$ cat src/rtl/branch_pkg.sv
// Shared constants and the entry layout for the branch resolution queue.
package branch_pkg;

  localparam int BRQ_DEPTH = 8;
  localparam int BRQ_XLEN  = 32;

  typedef struct packed {
    logic [BRQ_XLEN-1:0] pc;
    logic                taken;
    logic [BRQ_XLEN-1:0] target;
  } brq_entry_t;

endpackage

$ cat src/rtl/branch_resolution_queue.sv
// In-order queue of predicted branches; resolves the oldest entry, trains the
// predictor and redirects fetch (flushing younger entries) on a mispredict.
module branch_resolution_queue
  import branch_pkg::*;
#(
  parameter int DEPTH = BRQ_DEPTH,
  parameter int XLEN  = BRQ_XLEN
) (
  input  logic                     clk,
  input  logic                     reset,
  input  logic                     pred_valid,
  output logic                     pred_ready,
  input  logic [XLEN-1:0]          pred_pc,
  input  logic                     pred_taken,
  input  logic [XLEN-1:0]          pred_target,
  input  logic                     res_valid,
  input  logic                     res_taken,
  input  logic [XLEN-1:0]          res_target,
  output logic                     upd_valid,
  output logic [XLEN-1:0]          upd_pc,
  output logic                     upd_taken,
  output logic [XLEN-1:0]          upd_target,
  output logic                     redirect_valid,
  output logic [XLEN-1:0]          redirect_pc,
  output logic [$clog2(DEPTH):0]   count,
  output logic                     underflow
);

  localparam int PW = $clog2(DEPTH);
  localparam int CW = PW + 1;

  // Handshake: a push happens on a cycle where pred_valid && pred_ready at the
  // rising edge; pred_ready depends only on registered occupancy. res_valid has
  // no ready: it pops whenever the queue is non-empty, else it is an underflow.

  brq_entry_t          mem_q [DEPTH];
  brq_entry_t          head_ent;
  brq_entry_t          new_ent;

  logic [PW-1:0]       head_q, head_d;
  logic [PW-1:0]       tail_q, tail_d;
  logic [CW-1:0]       count_q, count_d;

  logic                upd_valid_q, upd_valid_d;
  logic [XLEN-1:0]     upd_pc_q, upd_pc_d;
  logic                upd_taken_q, upd_taken_d;
  logic [XLEN-1:0]     upd_target_q, upd_target_d;
  logic                redirect_valid_q, redirect_valid_d;
  logic [XLEN-1:0]     redirect_pc_q, redirect_pc_d;
  logic                underflow_q, underflow_d;

  logic                push, pop, mispredict, flush, push_ok;

  assign pred_ready = (count_q < CW'(DEPTH));

  always_comb begin
    head_ent         = mem_q[head_q];
    new_ent.pc       = pred_pc;
    new_ent.taken    = pred_taken;
    new_ent.target   = pred_target;

    push       = pred_valid && pred_ready;
    pop        = res_valid && (count_q != '0);
    mispredict = (head_ent.taken != res_taken) ||
                 (res_taken && (head_ent.target != res_target));
    flush      = pop && mispredict;
    // A push that coincides with a flush is fetched down the wrong path.
    push_ok    = push && !flush;

    head_d  = head_q;
    tail_d  = tail_q;
    count_d = count_q;
    if (flush) begin
      head_d  = head_q + PW'(1);
      tail_d  = head_q + PW'(1);
      count_d = '0;
    end else begin
      if (pop)     head_d = head_q + PW'(1);
      if (push_ok) tail_d = tail_q + PW'(1);
      count_d = count_q + CW'(push_ok) - CW'(pop);
    end
  end

  always_comb begin
    upd_valid_d      = pop;
    upd_pc_d         = upd_pc_q;
    upd_taken_d      = upd_taken_q;
    upd_target_d     = upd_target_q;
    redirect_valid_d = flush;
    redirect_pc_d    = redirect_pc_q;
    underflow_d      = res_valid && (count_q == '0);
    if (pop) begin
      upd_pc_d     = head_ent.pc;
      upd_taken_d  = res_taken;
      upd_target_d = res_target;
    end
    if (flush) begin
      redirect_pc_d = res_taken ? res_target : (head_ent.pc + XLEN'(4));
    end
  end

  always_ff @(posedge clk) begin
    if (reset) begin
      head_q           <= '0;
      tail_q           <= '0;
      count_q          <= '0;
      upd_valid_q      <= 1'b0;
      upd_pc_q         <= '0;
      upd_taken_q      <= 1'b0;
      upd_target_q     <= '0;
      redirect_valid_q <= 1'b0;
      redirect_pc_q    <= '0;
      underflow_q      <= 1'b0;
    end else begin
      head_q           <= head_d;
      tail_q           <= tail_d;
      count_q          <= count_d;
      upd_valid_q      <= upd_valid_d;
      upd_pc_q         <= upd_pc_d;
      upd_taken_q      <= upd_taken_d;
      upd_target_q     <= upd_target_d;
      redirect_valid_q <= redirect_valid_d;
      redirect_pc_q    <= redirect_pc_d;
      underflow_q      <= underflow_d;
    end
  end

  // Storage is not reset; occupancy alone says which slots are live.
  always_ff @(posedge clk) begin
    if (!reset && push_ok) begin
      mem_q[tail_q] <= new_ent;
    end
  end

  assign upd_valid      = upd_valid_q;
  assign upd_pc         = upd_pc_q;
  assign upd_taken      = upd_taken_q;
  assign upd_target     = upd_target_q;
  assign redirect_valid = redirect_valid_q;
  assign redirect_pc    = redirect_pc_q;
  assign underflow      = underflow_q;
  assign count          = count_q;

endmodule

$ cat config.mk
export PLATFORM = sky130hd
export DESIGN_NAME = branch_resolution_queue
export DESIGN_NICKNAME = d
export VERILOG_FILES = /design/src/rtl/branch_pkg.sv /design/src/rtl/branch_resolution_queue.sv
export SDC_FILE = /design/constraint.sdc
export NUM_CORES = 1
export LEC_CHECK = 0
export CAP_MARGIN = 20
export CELL_PAD_IN_SITES_DETAIL_PLACEMENT = 1
export CELL_PAD_IN_SITES_GLOBAL_PLACEMENT = 1
export CORE_UTILIZATION = 45
export CTS_CLUSTER_SIZE = 14
export DETAILED_ROUTE_END_ITERATION = 10
export HOLD_SLACK_MARGIN = 0.15
export PLACE_DENSITY_LB_ADDON = 0.1
export RECOVER_POWER = 100
export SYNTH_ARGS = -nofsm -noshare
export SYNTH_HDL_FRONTEND = slang
export SYNTH_SLANG_ARGS = --single-unit
$ cat constraint.sdc
create_clock -name clk -period 10.1 [get_ports clk]
set_input_delay 2.02 -clock clk [delete_from_list [all_inputs] [get_ports clk]]
set_output_delay 2.02 -clock clk [all_outputs]
set_load 0.1 [all_outputs]
---- Word-level counts from Yosys, hierarchy flattened ----
Memories as Yosys holds them, arrays and structs flattened. A register that Yosys moved wholly into a read port is not among the register bits.
Cells that the tools add are included.
storage, ports and cells
  logic and storage cells ................. 43
  input port bits ......................... 102
  RAM bits ................................ 520
  output and inout port bits .............. 105
  memories ................................ 1
  register bits after elaboration ......... 110
cells by class
  order comparisons ....................... 1
  muxes and demuxes ....................... 9
  equality and inequality tests ........... 2
  add/subtract/negate cells ............... 5
  reductions and logical operators ........ 15
memories
  memory  words  bits a word  rd ports  clocked after memory_dff  wr ports  line                           source
  mem_q   8      65           1         1                         1         branch_resolution_queue.sv:36  brq_entry_t mem_q [DEPTH];
operators with widths
  cell                     number
  $add A32 B3 Y32 const B  1
  $mux W32                 1
  $ne A32 B32 Y1           1
  $mux W3                  6
  $logic_and A1 B1 Y1      7
  $add A3 B1 Y3 const B    2
  $add A4 B1 Y4            1
  $logic_not A4 Y1         1
  $lt A4 B4 Y1 const B     1
  $reduce_bool A2 Y1       2
  $reduce_bool A4 Y1       1
  $sub A4 B1 Y4            1
  $logic_not A1 Y1         2
  $mux W1                  2
  $reduce_or A2 Y1         1
  $logic_or A1 B1 Y1       1
  $ne A1 B1 Y1             1

---- Logic depth before layout (Yosys ltp) ----
Gate-level depths: netlist of run 1.
  depth in word-level cells ............... 9
  depth in mapped cells ................... 20
  gate-level depth less buffers ........... 15

---- Worst setup path after synthesis of run 1 ----
OpenSTA, ideal clock, no wires.
  path kind ............................... input to register
  from .................................... input port res_target[20]
  to ...................................... memory mem_q[5][0] in the netlist's numbering (enable)
  arrival time ............................ 9.745 ns
  slack ................................... -0.317 ns
  path buffers ............................ 1
  stages on the path ...................... 7
  setup time .............................. 0.672 ns
  required time ........................... 9.428 ns
  cells stage by stage .................... nor3_1 -> o211ai_1 -> nor4_1 -> and4_1 -> buf_4 -> nor2_4 -> nor4b_1
between the ends
  word-level cells in the longest chain between the ends .. 9
ends and longest elaborated chain
  element                        line                            source
  start, declared                branch_resolution_queue.sv:18   input logic [XLEN-1:0] res_target,
  $ne A32 B32 Y1                 branch_resolution_queue.sv:65   (res_taken && (head_ent.target != res_target));
  $logic_and A1 B1 Y1            branch_resolution_queue.sv:65
  $logic_or A1 B1 Y1             branch_resolution_queue.sv:64   mispredict = (head_ent.taken != res_taken) ||
  $logic_and A1 B1 Y1            branch_resolution_queue.sv:66   flush = pop && mispredict;
  $logic_not A1 Y1               branch_resolution_queue.sv:68   push_ok = push && !flush;
  $logic_and A1 B1 Y1            branch_resolution_queue.sv:68
  $logic_and A1 B1 Y1            branch_resolution_queue.sv:130  if (!reset && push_ok) begin
  $mux W1                        branch_resolution_queue.sv:130
  $mux W1 (not written as such)  branch_resolution_queue.sv:131  mem_q[tail_q] <= new_ent;
  end, declared                  branch_resolution_queue.sv:36
No other way between the ends.

---- Worst setup path after layout of run 1 ----
  from .................................... input port res_valid
  to ...................................... register count_q[3], in the netlist count[3]
between the ends
  word-level cells in the longest chain between the ends .. 6
  elaborated cells between the ends (all ways) .. 7
  those cells by class .................... add/sub (2); reduce/logical (5)
ends and longest elaborated chain
  element                  line                            source
  start, declared          branch_resolution_queue.sv:16   input logic res_valid,
  $logic_and A1 B1 Y1 (*)  branch_resolution_queue.sv:63   pop = res_valid && (count_q != '0);
  $logic_and A1 B1 Y1      branch_resolution_queue.sv:66
  $logic_not A1 Y1         branch_resolution_queue.sv:68
  $logic_and A1 B1 Y1      branch_resolution_queue.sv:68
  $add A4 B1 Y4            branch_resolution_queue.sv:80   count_d = count_q + CW'(push_ok) - CW'(pop);
  $sub A4 B1 Y4            branch_resolution_queue.sv:80
  end signal, assigned     branch_resolution_queue.sv:117  count_q <= count_d;
  end, declared            branch_resolution_queue.sv:42   logic [CW-1:0] count_q, count_d;
Mark *: on every way between the ends. The rest lies on a longest branch, timed or not.
A chain may end at the register's enable or synchronous reset.

==> metrics.md, run 1 <==
| Metric | Value |
|---|---|
| Status | complete, but fails checks |
| Failing checks | capacitance limit, slew limit |
| CTS Buf Count | 69 |
| DRT iter0 DRCs | 1187 |
| TritonCTS clock tree | yes |
| Gr ovfl total | 0 |
| Worst-path fanout max | 45 |
| Clk sinks | 633 |
| Mapped Avg Cell Area | 17.6 sq um |
| Sequential share of power | 39.1% |
| Maximum VDD drop | 0.145 mV |
| Synthesis Warnings | 0 |
| Leak Pwr | 9.90 nW |
| Max H-tree Level | 3 |
| RSZ-0062 raised after global routing | no |
| Final Hold Violating Endpoints | 0 |
| Top cell type's share of synthesized area | 61.9% |
| Post-CTS Setup Repair Bufs | 0 |
| Largest net degree at the start of global routing | 76 |
| Routed vias/inst | 5.64 |
| Final Wtd Congestion | 0.804 |
| Hold Path Origin | upd_target[2] |
| Peak Freq | 132 MHz |
| Post-Route WL | 67400 um |
| Busiest grt layer | met2 |
| Port Buf Inserts | 206 |
| Final setup viols | 0 |
| Die X | 239 um |
| Final Critical Period | 7560 ps |
| Met2 usage | 39.1% |
| Fraction of the mapped netlist area in compound gates | 4.19% |
| Cts repair resizes | 0 |
| CP Class | in2reg |
| CP arrival | 7850 ps |
| Post-Syn Nets | 1549 |
| PD cells | 277 nW/um^2 |
| Share of cells above drive strength 1 | 16.6% |
| Drt drc | 0 |
| Rows | 86 |
| P_int | 5.27 mW |
| # hold bufs at CTS | 0 |
| Yosys reg bits | 633 |
| Routed Antenna Nets | 0 |
| Synth Flop Type | edfxtp_1 |
| Register area share after synthesis | 70.8% |
| Required time worst endpoint | 10390 ps |
| Ports | 207 |
| Asr flop ratio synth | 0% |
| Die area | 57000 sq um |
| Slew headroom | -154% |
| Initial antenna violation count | 3 |
| Global Route met3 Usage | 3.63% |
| Fin. max-slew vios | 122 |
| Mux cell area share after synthesis | 14.4% |
| Syn Inst Count | 1438 |
| Crit. End Element | flip-flop |
| Cells after DPL | 2342 |
| GRT Util Overall | 24.1% |
| Number of global-route vias before repair | 14500 |
| Synthesized-area fraction occupied by and/or/nand/nor cells | 5.56% |
| Slew @ Worst Pin | 3800 ps |
| Routed vias | 13900 |
| Core area | 55300 sq um |
| CTS root buf | clkbuf_16 |
| First-pass GRT wire length | 98200 um |
| P_sw | 3.06 mW |
| Yosys top cell by area | edfxtp_1 |
| Clk_lat worst skew | 600 ps |
| Nets | 1776 |
| Clock network fraction of design power | 29.3% |
| Ranking of synthesized cells by area | edfxtp_1, mux4_2, dfxtp_1, mux2i_1, nand2_1 |
| Max-cap viol count | 2 |
| Clock Skews | 20.7 ps |
| Mapped cell area | 25200 sq um |
| TritonRoute pass-1 iters | 5 |
| Die Height | 239 um |
| Synth Area in XOR/XNOR | 2.05% |
| Maximum clock path buffer count | 3 |
| Final Cycle Share | 74.9% |
| Switching Share | 36.7% |
| Post-synth EDFFs | 520 |
| Initial core utilization | 45.6% |
| Hold crit path type | reg2reg |
| Adder-Cell Fraction of Synth Area | 0.476% |
| Post-synthesis cell type count | 68 |
| Area Overhead vs Synth | 19.1% |
| Fin cells | 2470 |
| Clock transition at the registers of the reported paths | 60 ps |
| Worst hold slack | 451 ps |
| DP HPWL | 43200 um |
| GR Util met1 | 33.7% |
| Setup crit start kind | input pin |
| Worst setup path startpoint | res_valid |
| Combinational Power Share | 31.6% |
| Synth top cells by count | edfxtp_1, nand2_1, mux4_2 |
| Routed wire per std cell | 27.3 um |
| Main combinational cell family by area after synthesis | multiplexers |
| Most frequent cell after synthesis | edfxtp_1 |
[registers in the layout (all words and copies together), names as in the netlist, named ones only]
register        cells
upd_pc             32
count               4
upd_valid           1
upd_target         32
tail_q              3
mem_q             520
redirect_pc        32
underflow           1
head_q              3
redirect_valid      1
upd_taken           1
[cell usage in the layout, fill, tap and decap left out, types with 15 or more instances in the layout]
cell and instances:
edfxtp_1 520, dlygate4sd3_1 171, nand2_1 125, mux4_2 117, dfxtp_1 110, mux2i_1 79, clkbuf_16 72, nor2_1 59
a21oi_1 57, a211oi_1 35, xor2_1 34, clkdlybuf4s50_1 33, buf_4 32, xnor2_1 25, clkbuf_1 18, nor3_1 15
[worst paths after layout]
kind                         to  slack (ps)  cells after the start
hold reg to reg   upd_target[2]         450                      2
setup / recovery       count[3]        2540                     15
setup reg to reg       count[3]        3140                     17
hold / removal    upd_target[2]         450                      2
[worst max-delay path, stage by stage]
cell and delay (ps):
dlygate4sd3_1 560, nand2_2 70, buf_4 450, clkinvlp_2 1190
o21ai_0 860, nor2_4 50, clkbuf_1 900, or2_1 550
ha_1 180, inv_1 110, ha_1 250, a21o_1 190
a21oi_1 180, xnor2_1 140, nor3_1 70
[area by class of cell]
cell class / instances / area [sq um]
Fill cell: 5108 / 25200
Multi-Input combinational cell: 708 / 6700
Timing Repair Buffer: 240 / 2300
Inverter: 13 / 50.0
Sequential cell: 633 / 17900
Tap cell: 748 / 936
Clock buffer: 93 / 1940
Clock inverter: 32 / 245
Antenna cell: 3 / 7.51
[metrics by stage]
step / cell area (sq um) / setup slack [ps] / setup TNS, ps / util (%) / total power [mW]
2_1_floorplan: 25200 / -317 / -78440 / - / 5.28
3_3_place_gp: 28000 / 4060 / 0 / 50.6 / 6.00
3_5_place_dp: 28000 / 3910 / 0 / 50.6 / 6.04
4_1_cts: 30200 / 4100 / 0 / 54.5 / 8.48
5_1_grt: 30100 / 2100 / 0 / 54.3 / 8.63
6_report: 30100 / 2540 / 0 / 54.4 / 8.33
[power groups by stage]
stage                     logic (mW)  clock network, mW  registers (mW)
final                           2.63               2.44            3.26
after global routing            2.76               2.59            3.29
after CTS                       2.72               2.49            3.27
after detailed placement        2.71                  0            3.33
after global placement          2.69                  0            3.31
after floorplan                 1.15                  0            4.13
[kinds of logic (layout without fill, tap and decap cells)]
family,count (synthesis),in the layout
buffers and inverters,97,378
XOR/XNOR,59,59
adder cells (fa/ha/maj),9,9
flip-flops,633,633
multiplexers,208,208
AND/OR/NAND/NOR,277,277
AO/OA/AOI/OAI,155,155
other,0,3
[metal layers]
| layer | vias up | wire length, um |
|---|---|---|
| met2 | 467 | 33000 |
| li1 | 6127 | - |
| met3 | 77 | 4010 |
| met1 | 7263 | 29100 |
| met5 | - | 0 |
| met4 | 0 | 1320 |
Note: power is estimated with default switching activity, not from simulation.
==> run 2, diff against run 1 <==
==> constraint.sdc (replaced) <==
create_clock -name clk -period 7.5 [get_ports clk]
set_input_delay 1.5 -clock clk [delete_from_list [all_inputs] [get_ports clk]]
set_output_delay 1.5 -clock clk [all_outputs]
set_load 0.1 [all_outputs]
==> metrics.md, run 2 (synthesis results as in run 1) <==
| Metric | Value |
|---|---|
| Status | complete, but fails checks |
| Failing checks | capacitance limit, slew limit |
| Final Cycle Share | 82.3% |
| Initial antenna violation count | 2 (-1) |
| Initial core utilization | 45.6% (unchanged) |
| Crit. End Element | flip-flop |
| DRT iter0 DRCs | 1056 (-11%) |
| Busiest grt layer | met2 |
| Most frequent cells in the layout | edfxtp_1, dlygate4sd3_1, nand2_1 |
| Cts repair resizes | 0 (unchanged) |
| Maximum VDD drop | 0.271 mV (+87%) |
| GR Util met1 | 35.3% (+1.6 points) |
| TNS Setup | 0 ps (unchanged) |
| Share of cells above drive strength 1 | 17.0% (+0.41 points) |
| Routed vias/inst | 5.73 (+1.6%) |
| DP Worst Slack | 2000 ps (-1910 ps) |
| Ports | 207 (unchanged) |
| Routed vias | 14200 (+1.8%) |
| Die area | 57000 sq um (unchanged) |
| Fin. max-slew vios | 185 (+52%) |
| Die Height | 239 um (unchanged) |
| CTS root buf | clkbuf_16 |
| Die X | 239 um (unchanged) |
| Hold crit path type | reg2reg |
| CP arrival | 6370 ps (-1480 ps) |
| Max H-tree Level | 3 (unchanged) |
| Setup WS post-layout | 1330 ps (-1210 ps) |
| Largest register FFs | 520 (unchanged) |
| Final Critical Period | 6170 ps |
| Max-cap viol count | 4 (+2) |
| First-pass GRT wire length | 101000 um (+2.7%) |
| Drt drc | 0 (unchanged) |
| Setup crit start kind | input pin |
| Commonest non-fill, non-tap cell in the layout | edfxtp_1 |
| TritonCTS clock tree | yes |
| DP HPWL | 44500 um (+3.0%) |
| Clock transition at the registers of the reported paths | 60 ps (about the same) |
| Slew headroom | -171% (-17 points) |
| Worst-path fanout max | 41 (-8.9%) |
| Slew @ Worst Pin | 4070 ps (+261 ps) |
| TritonRoute pass-1 iters | 5 (unchanged) |
| Post-Route WL | 69300 um (+2.8%) |
| Post-CTS Setup Repair Bufs | 0 (unchanged) |
| Rows | 86 (unchanged) |
| Leak Pwr | 9.90 nW (about the same) |
| Largest Register | mem_q |
| Met2 usage | 39.8% (+0.77 points) |
| Clk sinks | 633 (unchanged) |
| Core area | 55300 sq um (unchanged) |
| Port Buf Inserts | 206 (unchanged) |
| Final Wtd Congestion | 0.800 (-0.40%) |
| Clock Skews | 21.7 ps (+0.982 ps) |
| RSZ-0062 raised after global routing | no |
| Gr ovfl total | 0 (unchanged) |
| Area Overhead vs Synth | 19.1% (about the same) |
| CTS Buf Count | 68 (-1.4%) |
| Final Hold Violating Endpoints | 0 (unchanged) |
| Global Route met3 Usage | 3.60% (-0.023 points) |
| Final setup viols | 0 (unchanged) |
| Maximum clock path buffer count | 3 (unchanged) |
| # hold bufs at CTS | 0 (unchanged) |
| Required time worst endpoint | 7700 ps (-2690 ps) |
| Clk_lat worst skew | 590 ps (about the same) |
| Routed wire per std cell | 28.0 um (+2.6%) |
| CP Class | in2reg |
| PD cells | 371 nW/um^2 (+34%) |
| Largest net degree at the start of global routing | 69 (-9.2%) |
| Nets | 1785 (+0.51%) |
| Routed Antenna Nets | 0 (unchanged) |
| Number of global-route vias before repair | 14600 (+0.81%) |
| GRT Util Overall | 24.7% (+0.69 points) |
| Peak Freq | 162 MHz |
==> run 2: path summary, 6_finish.rpt <==
kind | end | slack, ps | cells after the start | from
worst max-delay path | mem_q[1][45] | 1330 | 9 | res_valid
worst min-delay path | upd_target[0] | 450 | 2 | upd_target[0]
worst max register to register | mem_q[1][45] | 1900 | 11 | flip-flop
worst min register to register | upd_target[0] | 450 | 2 | upd_target[0]
==> run 2: area by class of cell <==
class	count	area, sq um
fillers	5179	25300
flip-flops and latches	633	17900
multi-input cells	708	6740
repair buffers	250	2360
clock buffers	90	1870
well taps	748	936
clock inverters	31	204
inverters	13	50.0
diodes	2	5.00
==> run 2: metal layers <==
layer	share of wire, %	up-vias	wire (um)
met4	1.9	0	1300
met3	5.1	88	3500
met2	48	435	33500
met5	0	-	0
met1	45	7519	31000
li1	-	6146	-
==> run 2: report_power, final <==
part / switching [mW] / leakage (nW) / internal (mW)
Clock: 1.33 / 1.03 / 1.82
Sequential: 0.259 / 5.62 / 4.15
Combinational: 2.54 / 3.25 / 1.05
Total: 4.14 / 9.90 / 7.02
==> run 2: per-stage QoR <==
step                cells  power [mW]  instance area (sq um)  hold slack, ps  util [%]
finish               2475        11.2                  30000             451      54.3
global route         2473        11.6                  30000             474      54.3
CTS                  2473        11.4                  30100             455      54.5
detailed placement   2352        8.19                  28100             447      50.7
global placement     2352        8.14                  28100             442      50.7
floorplan            1438        7.11                  25200             454         -
==> run 2: critical path, stage by stage <==
cell and delay, ps:
clkdlybuf4s50_1 440, nand2_2 60, clkbuf_1 1810, clkinv_2 200, o21ai_1 420, nor2_4 240, buf_4 330, nor4_4 310
clkbuf_2 970
==> run 3, diff against run 2 <==
==> constraint.sdc (replaced) <==
create_clock -name clk -period 5.1 [get_ports clk]
set_input_delay 1.02 -clock clk [delete_from_list [all_inputs] [get_ports clk]]
set_output_delay 1.02 -clock clk [all_outputs]
set_load 0.1 [all_outputs]
==> metrics.md, run 3 (synthesis results as in run 1) <==
| Metric | Value |
|---|---|
| Status | complete, but fails checks |
| Failing checks | capacitance limit, slew limit |
| CP cell instances | mux4_2 > mux2i_1 > xor2_1 > nand4_1 > nor4_1 > and4_1 > nor2_4 > buf_12 > nor4_2 > buf_6 |
| Area Overhead vs Synth | 20.2% |
| Max-cap viol count | 4 (unchanged) |
| DP Worst Slack | 369 ps (-1640 ps) |
| Most frequent cells in the layout | edfxtp_1, dlygate4sd3_1, nand2_1 |
| # hold bufs at CTS | 0 (unchanged) |
| Required time worst endpoint | 5320 ps (-2380 ps) |
| Die X | 239 um (unchanged) |
| Leak Pwr | 9.98 nW (+0.81%) |
| Routed Antenna Nets | 0 (unchanged) |
| Clk_lat worst skew | 600 ps (about the same) |
| Clk sinks | 633 (unchanged) |
| Clock transition at the registers of the reported paths | 60 ps (about the same) |
| Seq. cell area | 17900 sq um (unchanged) |
| Delay of the slowest critical-path stage | 730 ps (-1080 ps) |
| Largest Register | mem_q |
| Routed vias | 14000 (-1.4%) |
| Final Wtd Congestion | 0.809 (+1.0%) |
| Die area | 57000 sq um (unchanged) |
| CTS Buf Count | 69 (+1.5%) |
| Worst hold slack | 450 ps (-1.12 ps) |
| Maximum clock path buffer count | 3 (unchanged) |
| CP Class | reg2reg |
| Routed vias/inst | 5.63 (-1.9%) |
| Slew headroom | -105% (+66 points) |
| Post-Route WL | 68900 um (-0.55%) |
| Worst r2r dst | mem_q[1][39] |
| Fill cells | 5087 (-1.8%) |
| Cells after DPL | 2364 (+0.51%) |
| Hold crit path type | reg2reg |
| Post-route cell area | 30300 sq um (+0.95%) |
| GRT Util Overall | 24.7% (-0.091 points) |
| Peak Freq | 213 MHz |
| DRT iter0 DRCs | 1021 (-3.3%) |
| Share of cells above drive strength 1 | 17.5% (+0.47 points) |
| TritonRoute pass-1 iters | 5 (unchanged) |
| Die Height | 239 um (unchanged) |
| Slowest CP cell | dfxtp_4 |
| Total power | 16.5 mW (+48%) |
| DP Area | 28400 sq um (+1.3%) |
| Busiest grt layer | met2 |
| Final setup viols | 0 (unchanged) |
| Initial antenna violation count | 4 (+2) |
| TritonCTS clock tree | yes |
| Final Util | 54.8% (+0.51 points) |
| Clock Skews | 27.6 ps (+5.91 ps) |
| Max H-tree Level | 3 (unchanged) |
| CP arrival | 4910 ps (-1460 ps) |
| CP endpoint | mem_q[1][39] |
| Largest register FFs | 520 (unchanged) |
| Slew @ Worst Pin | 3080 ps (-985 ps) |
| Ports | 207 (unchanged) |
| Largest net degree at the start of global routing | 72 (+4.3%) |
| Final Hold Violating Endpoints | 0 (unchanged) |
| PD cells | 544 nW/um^2 (+46%) |
| Setup slack, reg-to-reg | 410 ps (-1490 ps) |
| Gr ovfl total | 0 (unchanged) |
| Final Critical Period | 4690 ps |
| R2R depth | 10 (-1) |
| Port Buf Inserts | 206 (unchanged) |
| Crit. End Element | flip-flop |
| Commonest non-fill, non-tap cell in the layout | edfxtp_1 |
| GR Util met1 | 34.7% (-0.56 points) |
| Routed wire per std cell | 27.7 um (-0.99%) |
| Initial core utilization | 45.6% (unchanged) |
| Multi-input logic area | 6770 sq um (+0.45%) |
| Fin cells | 2486 (+0.44%) |
| TNS Setup | 0 ps (unchanged) |
| Final Cycle Share | 92.0% |
| DP HPWL | 44700 um (+0.52%) |
| Drt drc | 0 (unchanged) |
| Fin. max-slew vios | 194 (+4.9%) |
| Post-CTS Setup Repair Bufs | 0 (unchanged) |
| Core area | 55300 sq um (unchanged) |
| Worst-path fanout max | 40 (-2.4%) |
| Setup WS post-layout | 409 ps (-920 ps) |
| Met2 usage | 40.2% (+0.33 points) |
| Number of global-route vias before repair | 14500 (-1.1%) |
| Cts repair resizes | 0 (unchanged) |
| Rows | 86 (unchanged) |
| CTS root buf | clkbuf_16 |
| RSZ-0062 raised after global routing | no |
| First-pass GRT wire length | 100000 um (-0.51%) |
| Maximum VDD drop | 0.357 mV (+32%) |
| Setup crit start kind | flip-flop |
| Nets | 1798 (+0.73%) |
| Global Route met3 Usage | 3.37% (-0.23 points) |
==> run 3: report_power, final <==
part           leakage [nW]  switching [mW]  total [mW]  internal [mW]
Sequential             5.62           0.300        6.40           6.10
Clock                  1.02            1.97        4.65           2.68
Combinational          3.34            3.84        5.45           1.62
==> run 3: worst min path at each step <==
stage | end | slack, ps | cells past startpoint | from
after floorplan | flip-flop | 450 | 2 | head_q[1]
after global placement | upd_target[13] | 440 | 2 | upd_target[13]
after detailed placement | upd_target[27] | 450 | 2 | upd_target[27]
after CTS | upd_target[27] | 460 | 2 | upd_target[27]
after global routing | upd_target[29] | 480 | 2 | upd_target[29]
final | upd_target[28] | 450 | 2 | upd_target[28]
==> run 3: layout make-up <==
class	instances	area share, %
multi-input cells	708	22.3
clock inverters	30	0.627
clock buffers	90	6.19
well taps	748	3.09
diodes	2	0.0165
repair buffers	262	8.64
flip-flops and latches	633	59.0
inverters	13	0.165
==> run 3: per-layer routing <==
| metal | part of all wire [%] | wire, um |
|---|---|---|
| met1 | 44 | 30600 |
| met2 | 49 | 33600 |
| met3 | 4.9 | 3410 |
| met4 | 2.0 | 1390 |
| met5 | 0 | 0 |
==> run 3: critical path, delay by kind of cell (launching register included) <==
kind	cells	cell delay (ps)
xor gates and xnor gates	1	420
buffers and inverters	2	770
DFF	1	730
muxes	2	820
and+or+nand+nor	5	1490
